--- config.mk ---
export PLATFORM = sky130hd
export DESIGN_NAME = tga_stream_decoder
export DESIGN_NICKNAME = d
export VERILOG_FILES = /design/src/rtl/tga_stream_decoder.sv
export SDC_FILE = /design/constraint.sdc
export NUM_CORES = 1
export LEC_CHECK = 0
export ABC_AREA = 0
export BUFFER_PORTS_ARGS = -buffer_cell sky130_fd_sc_hd__buf_4
export CORE_ASPECT_RATIO = 1.4
export CORE_MARGIN = 1
export CORE_UTILIZATION = 30
export DETAILED_ROUTE_END_ITERATION = 7
export SKIP_CTS_REPAIR_TIMING = 1
export SYNTH_ARGS = -nofsm -noshare
export SYNTH_HDL_FRONTEND = slang
export SYNTH_SLANG_ARGS = --single-unit
--- constraint.sdc ---
create_clock -name clk -period 5.52 [get_ports clk]
set_input_delay 0.276 -clock clk [delete_from_list [all_inputs] [get_ports clk]]
set_output_delay 0.276 -clock clk [all_outputs]
set_load 0.01 [all_outputs]
--- src/rtl/tga_stream_decoder.sv ---
// tga_stream_decoder: parses a 24bpp truecolor TGA byte stream into per-pixel framebuffer writes.
// Define TGA_RLE_EN to also accept RLE truecolor (image type 10).
module tga_stream_decoder #(
  parameter int RES_X  = 320,
  parameter int RES_Y  = 240,
  parameter int ADDR_W = $clog2(RES_X*RES_Y)
) (
  input  logic              clk,
  input  logic              rst,
  input  logic              s_valid,
  output logic              s_ready,
  input  logic [7:0]        s_data,
  input  logic              s_last,
  output logic              px_valid,
  input  logic              px_ready,
  output logic [ADDR_W-1:0] px_addr,
  output logic [23:0]       px_data,
  output logic              done,
  output logic              error,
  output logic [2:0]        err_code
);
  typedef enum logic [2:0] {HDR, SKIP_ID, PIX, EMIT, DRAIN} state_t;

  localparam logic [2:0]        ERR_TRUNC = 3'd6;
  localparam logic [15:0]       W16       = 16'(RES_X);
  localparam logic [15:0]       H16       = 16'(RES_Y);
  localparam logic [ADDR_W-1:0] X_MAX     = ADDR_W'(RES_X-1);
  localparam logic [ADDR_W-1:0] Y_MAX     = ADDR_W'(RES_Y-1);
  localparam logic [ADDR_W-1:0] LAST_PX   = ADDR_W'(RES_X*RES_Y-1);
  localparam logic [ADDR_W-1:0] ONE       = ADDR_W'(1);

  state_t            state, state_n;
  logic [4:0]        hdr_cnt;
  logic [7:0]        id_len, id_cnt, cmap_type, img_type, depth;
  logic [15:0]       width, height;
  logic              top_origin;
  logic [1:0]        phase;
  logic [7:0]        b_q, g_q;
  logic [ADDR_W-1:0] x, y, pix_cnt;
  logic              last_pend;
  logic [2:0]        hdr_code;
  logic              type_ok, final_px, pkt_hdr_byte, overrun, run_more;
  logic              err_set, end_file;
  logic [2:0]        err_val;

`ifdef TGA_RLE_EN
  logic       rle_mode, pkt_run;
  logic [7:0] pkt_rem;

  assign type_ok      = (img_type == 8'd2) || (img_type == 8'd10);
  assign pkt_hdr_byte = rle_mode && (pkt_rem == '0);
  assign overrun      = rle_mode && (pkt_rem > 8'd1);
  assign run_more     = overrun && pkt_run;

  // pkt_rem counts pixels still owed by the current packet, including the one being emitted
  always_ff @(posedge clk) begin
    if (rst) begin
      rle_mode <= 1'b0;
      pkt_run  <= 1'b0;
      pkt_rem  <= '0;
    end else if (state == HDR && s_valid && hdr_cnt == 5'd17) begin
      rle_mode <= (img_type == 8'd10);
      pkt_rem  <= '0;
    end else if (state == PIX && s_valid && pkt_hdr_byte) begin
      pkt_rem  <= {1'b0, s_data[6:0]} + 8'd1;
      pkt_run  <= s_data[7];
    end else if (state == EMIT && px_ready && rle_mode) begin
      pkt_rem  <= pkt_rem - 8'd1;
    end
  end
`else
  assign type_ok      = (img_type == 8'd2);
  assign pkt_hdr_byte = 1'b0;
  assign overrun      = 1'b0;
  assign run_more     = 1'b0;
`endif

  assign final_px = (pix_cnt == LAST_PX);
  assign px_addr  = ADDR_W'(int'(y) * RES_X + int'(x));

  always_comb begin
    hdr_code = 3'd0;
    if (!type_ok)                                 hdr_code = 3'd1;
    else if (cmap_type != 8'd0)                   hdr_code = 3'd2;
    else if (depth != 8'd24)                      hdr_code = 3'd3;
    else if (width != W16 || height != H16)       hdr_code = 3'd4;
    else if (s_data[7:6] != 2'b00 || s_data[4])   hdr_code = 3'd5;
  end

  always_ff @(posedge clk) begin
    if (rst) state <= HDR;
    else     state <= state_n;
  end

  // An R byte carrying s_last still emits its pixel; truncation is judged after that write
  always_comb begin
    state_n  = state;
    s_ready  = 1'b0;
    px_valid = 1'b0;
    err_set  = 1'b0;
    err_val  = '0;
    end_file = 1'b0;
    case (state)
      HDR: begin
        s_ready = !rst;
        if (s_valid) begin
          if (hdr_cnt == 5'd17 && hdr_code != 3'd0) begin
            err_set  = 1'b1;
            err_val  = hdr_code;
            end_file = s_last;
            state_n  = s_last ? HDR : DRAIN;
          end else if (s_last) begin
            err_set  = 1'b1;
            err_val  = ERR_TRUNC;
            end_file = 1'b1;
          end else if (hdr_cnt == 5'd17) begin
            state_n  = (id_len == 8'd0) ? PIX : SKIP_ID;
          end
        end
      end
      SKIP_ID: begin
        s_ready = !rst;
        if (s_valid) begin
          if (s_last) begin
            err_set  = 1'b1;
            err_val  = ERR_TRUNC;
            end_file = 1'b1;
            state_n  = HDR;
          end else if (id_cnt == id_len - 8'd1) begin
            state_n  = PIX;
          end
        end
      end
      PIX: begin
        s_ready = !rst;
        if (s_valid) begin
          if (!pkt_hdr_byte && phase == 2'd2) begin
            state_n  = EMIT;
          end else if (s_last) begin
            err_set  = 1'b1;
            err_val  = ERR_TRUNC;
            end_file = 1'b1;
            state_n  = HDR;
          end
        end
      end
      EMIT: begin
        px_valid = 1'b1;
        if (px_ready) begin
          if (final_px) begin
            err_set  = overrun;
            err_val  = overrun ? ERR_TRUNC : 3'd0;
            end_file = last_pend;
            state_n  = last_pend ? HDR : DRAIN;
          end else if (run_more) begin
            state_n  = EMIT;
          end else if (last_pend) begin
            err_set  = 1'b1;
            err_val  = ERR_TRUNC;
            end_file = 1'b1;
            state_n  = HDR;
          end else begin
            state_n  = PIX;
          end
        end
      end
      DRAIN: begin
        s_ready = !rst;
        if (s_valid && s_last) begin
          end_file = 1'b1;
          state_n  = HDR;
        end
      end
      default: state_n = HDR;
    endcase
  end

  always_ff @(posedge clk) begin
    if (rst) begin
      hdr_cnt    <= '0;
      id_len     <= '0;
      id_cnt     <= '0;
      cmap_type  <= '0;
      img_type   <= '0;
      depth      <= '0;
      width      <= '0;
      height     <= '0;
      top_origin <= 1'b0;
      phase      <= '0;
      b_q        <= '0;
      g_q        <= '0;
      x          <= '0;
      y          <= '0;
      pix_cnt    <= '0;
      last_pend  <= 1'b0;
      px_data    <= '0;
      done       <= 1'b0;
      error      <= 1'b0;
      err_code   <= '0;
    end else begin
      done <= end_file;
      if (err_set) begin
        error    <= 1'b1;
        err_code <= err_val;
      end else if (state == HDR && s_valid && hdr_cnt == 5'd0) begin
        error    <= 1'b0;
        err_code <= '0;
      end
      case (state)
        HDR: if (s_valid) begin
          hdr_cnt <= (hdr_cnt == 5'd17 || s_last) ? '0 : hdr_cnt + 5'd1;
          case (hdr_cnt)
            5'd0:  id_len        <= s_data;
            5'd1:  cmap_type     <= s_data;
            5'd2:  img_type      <= s_data;
            5'd12: width[7:0]    <= s_data;
            5'd13: width[15:8]   <= s_data;
            5'd14: height[7:0]   <= s_data;
            5'd15: height[15:8]  <= s_data;
            5'd16: depth         <= s_data;
            5'd17: begin
              top_origin <= s_data[5];
              x          <= '0;
              y          <= s_data[5] ? '0 : Y_MAX;
              pix_cnt    <= '0;
              phase      <= '0;
              id_cnt     <= '0;
              last_pend  <= 1'b0;
            end
            default: ;
          endcase
        end
        SKIP_ID: if (s_valid) id_cnt <= id_cnt + 8'd1;
        PIX: if (s_valid && !pkt_hdr_byte) begin
          case (phase)
            2'd0: begin
              b_q   <= s_data;
              phase <= 2'd1;
            end
            2'd1: begin
              g_q   <= s_data;
              phase <= 2'd2;
            end
            default: begin
              px_data   <= {s_data, g_q, b_q};
              phase     <= 2'd0;
              last_pend <= s_last;
            end
          endcase
        end
        EMIT: if (px_ready) begin
          pix_cnt <= pix_cnt + ONE;
          if (x == X_MAX) begin
            x <= '0;
            y <= top_origin ? y + ONE : y - ONE;
          end else begin
            x <= x + ONE;
          end
        end
        default: ;
      endcase
    end
  end
endmodule

==> flow_summary.yaml <==
run_status:
  status: "finished clean"
synth:
  synth_area_leader_cell: "dfxtp_1"
  synth_edf_count: 0
  synth.ff_latch_count: 174
  synth_nets: 1089
  synthTopCellsByArea: "dfxtp_1 (40%), mux2i_1 (7.6%), nor2_1 (6.6%)"
  synthFlopType: "dfxtp_1"
  synthArstFlopShare_pct: 0
  syn_area_per_cell_sq_um: 8.49
  postSynthCellCount: 1030
  yosys.area.top_type_share_pct: 39.9
  ys.warnings.count: 0
  yosysSeqAreaShare_pct: 39.9
  synth_cell_types: 69
  syn-cell-area_sq_mm: 0.00874
worst_setup_path:
  cpPeakStageDelay_ps: 420
  critPathTopFamily: "adder cells"
  reg2reg_depth: 8
  crit_chain: "ha_1 > ha_1 > fa_1 > a21o_1 > a21oi_1 > xnor2_1 > ha_1 > nor3_1 > a211o_1 > o21ai_0 > xnor2_1 > buf_4"
  cp.arrival_ps: 3480
  endpoint_kind: "primary output"
  rrSetupSlack_ps: 2460
  path_max_fanout: 5
  cp_data_required_time_ps: 5240
  path_buf_inv: 1
  start_kind: "flop"
  worst_path_most_repeated_cell: "ha_1"
  r2r-start: "state[0]$_SDFFE_PP0P_"
  r2r_end: "y[3]$_SDFFE_PP0P_"
  critPathSlowestCell: "dfxtp_1"
  critical_path_class: "reg2out"
clocking:
  clkTransAtPathRegs_ps: 70
  numCtsBuffers: 17
  clock_latency_ps: 440
  clockRootBuffer: "clkbuf_16"
  cts.sinks: 174
  h-tree-depth: 4
  tritoncts: "built"
  cts_buffer_depth: 2
global_routing:
  grt_pass1_vias: 6938
  grt_pass1_wl_um: 34300
  grt-ovfl-total: 0
  antenna_found_initial: 0
  grt_usage_pct: 14.2
  grt_max_degree: 82
floorplanning:
  fp-row-count: 73
  io_pins: 61
  coreArea_sq_mm: 0.0285
  die_area_sq_mm: 0.0298
  die_w_um: 146
  floorplan.initialDensity_pct: 30.7
  die_h_um: 204
final_layout:
  nFillCells: 3020
  postLayoutCellArea_sq_mm: 0.0100
  final_cell_mix: "dfxtp_1 (174), nor2_1 (154), nand2_1 (128), a21oi_1 (92), mux2i_1 (66)"
  utilization_pct: 35.2
  drive_gt1_share_pct: 11.3
  nets: 1115
  n_antenna_cell: 0
  syn2layout_area_growth_pct: 14.8
  final_common_cell: "dfxtp_1"
routing:
  detail_route.wirelength_um: 20400
  num_vias: 7100
  route.detailed.drc: 0
  drt_iter0_drc: 281
  detail-route-antenna-nets: 0
  first_pass_iters: 5
  routed_via_density: 4.92
  wire_per_inst_um: 14.1
power_and_ir_drop:
  peakVddDrop_mv: 0.203
  comb_power_share_pct: 4.5
  powerDensity_mw_per_mm2: 265
  intPower_mw: 1.99
  swShare_pct: 24.9
  p_leak_nw: 3.80
  switching_power_uw: 662
  pwr-share-seq_pct: 47.8
  p_clk_share_pct: 47.7
worst_hold_path:
  hold_end: "pix_cnt[1]$_SDFFE_PP0P_"
  min_path_cells: 3
  worstHoldPathType: "in2reg"
  hold_start: "px_ready"
sta:
  skew_ps: 10.4
  fmax_mhz: 267
  setup_slack_ps: 1770
  slew_violations: 0
  fin_crit_ps: 3750
  rsz0062_at_grt: "false"
  fin_crit_sh_pct: 68.0
  finalHoldViolCount: 0
  setup_tns_ps: 0
  setup_viol: 0
  worstMarginPinSlew_ps: 1040
  slew_headroom_pct: 30.7
  holdWs_ps: 160
placement:
  place_congestion: 0.790
  io_buffer_count: 60
  dpl_cell_area_sq_mm: 0.00941
  dpl.hpwl_um: 14300
  place_ws_ps: 2190
run:
  maxCapViolations: 0
-- how the worst max path moves through the flow --
stage | depth (start not counted) | slack [ps] | endpoint | from
finish | 12 | 1770 | px_addr[16] | y[1]$_SDFFE_PP0P_
global route | 13 | 1540 | px_addr[16] | y[1]$_SDFFE_PP0P_
CTS | 12 | 1720 | px_addr[16] | y[1]$_SDFFE_PP0P_
detailed placement | 12 | 2190 | px_addr[16] | y[1]$_SDFFE_PP0P_
global placement | 12 | 2240 | px_addr[16] | y[1]$_SDFFE_PP0P_
floorplan | 12 | 2500 | px_addr[16] | y[1]$_SDFFE_PP0P_
-- cells in the mapped netlist, drive strengths merged (13+ instances only) --
master  number
a21oi       92
buf         13
clkbuf      44
dfxtp      174
ha          43
inv         21
mux2i       66
nand2      128
nand3       37
nand4       15
nor2       161
nor3        24
o21ai       31
xnor2       37
xor2        28
-- worst min-delay path, stage by stage --
cell and delay [ps]:
buf_4 110, a32oi_1 90, nor2_1 80
-- stage by stage --
| step | std cells | power [mW] |
|---|---|---|
| detailed placement | 1412 | 1.42 |
| finish | 1444 | 2.66 |
| CTS | 1444 | 2.69 |
| global placement | 1412 | 1.42 |
| floorplan | 1030 | 1.38 |
| global route | 1444 | 2.75 |
-- per-layer routing --
| metal | GRT usage [%] | part of all wire, % | vias to the layer above |
|---|---|---|---|
| li1 | - | - | 3626 |
| met1 | 17.4 | 46 | 3347 |
| met2 | 24.9 | 49 | 106 |
| met3 | 2.43 | 3.1 | 21 |
| met4 | 4.69 | 1.6 | 0 |
| met5 | 0 | 0 | - |
-- area by class of cell --
cell class / count / area (sq um) / share of cell area (%)
multi-input cells: 778 / 4890 / 48.8
flip-flops and latches: 174 / 3480 / 34.7
repair buffers: 64 / 480 / 4.79
well taps: 375 / 469 / 4.68
clock buffers: 17 / 425 / 4.24
clock inverters: 15 / 200 / 2.00
inverters: 21 / 78.8 / 0.786
-- power groups by stage --
stage | Clock, mW | Combinational, mW | Sequential [mW]
5_1_grt | 1.35 | 0.131 | 1.27
2_1_floorplan | 0 | 0.0839 | 1.30
4_1_cts | 1.30 | 0.120 | 1.27
3_3_place_gp | 0 | 0.119 | 1.30
3_5_place_dp | 0 | 0.120 | 1.30
6_report | 1.27 | 0.118 | 1.27
-- flip-flops by register name, summed over array words and instances (netlist names), 2 cells and up --
name / cells
b_q: 8
cmap_type: 8
depth: 8
err_code: 3
g_q: 8
hdr_cnt: 5
height: 16
id_cnt: 8
id_len: 8
img_type: 8
phase: 2
pix_cnt: 17
px_data: 24
state: 3
width: 16
x: 17
y: 11
-- cells by family (layout without fill, tap and decap cells) --
| logic type | count (synthesis) | count (layout) | share of synthesized area (%) |
|---|---|---|---|
| AND/OR/NAND/NOR | 430 | 430 | 23.2 |
| flip-flops | 174 | 174 | 39.9 |
| AO/OA/AOI/OAI | 171 | 171 | 11.8 |
| buffers and inverters | 78 | 117 | 4.21 |
| multiplexers | 66 | 66 | 7.56 |
| XOR/XNOR | 65 | 65 | 6.51 |
| adder cells (fa/ha/maj) | 46 | 46 | 6.84 |
No activity file was read; power rests on OpenSTA's default activity.
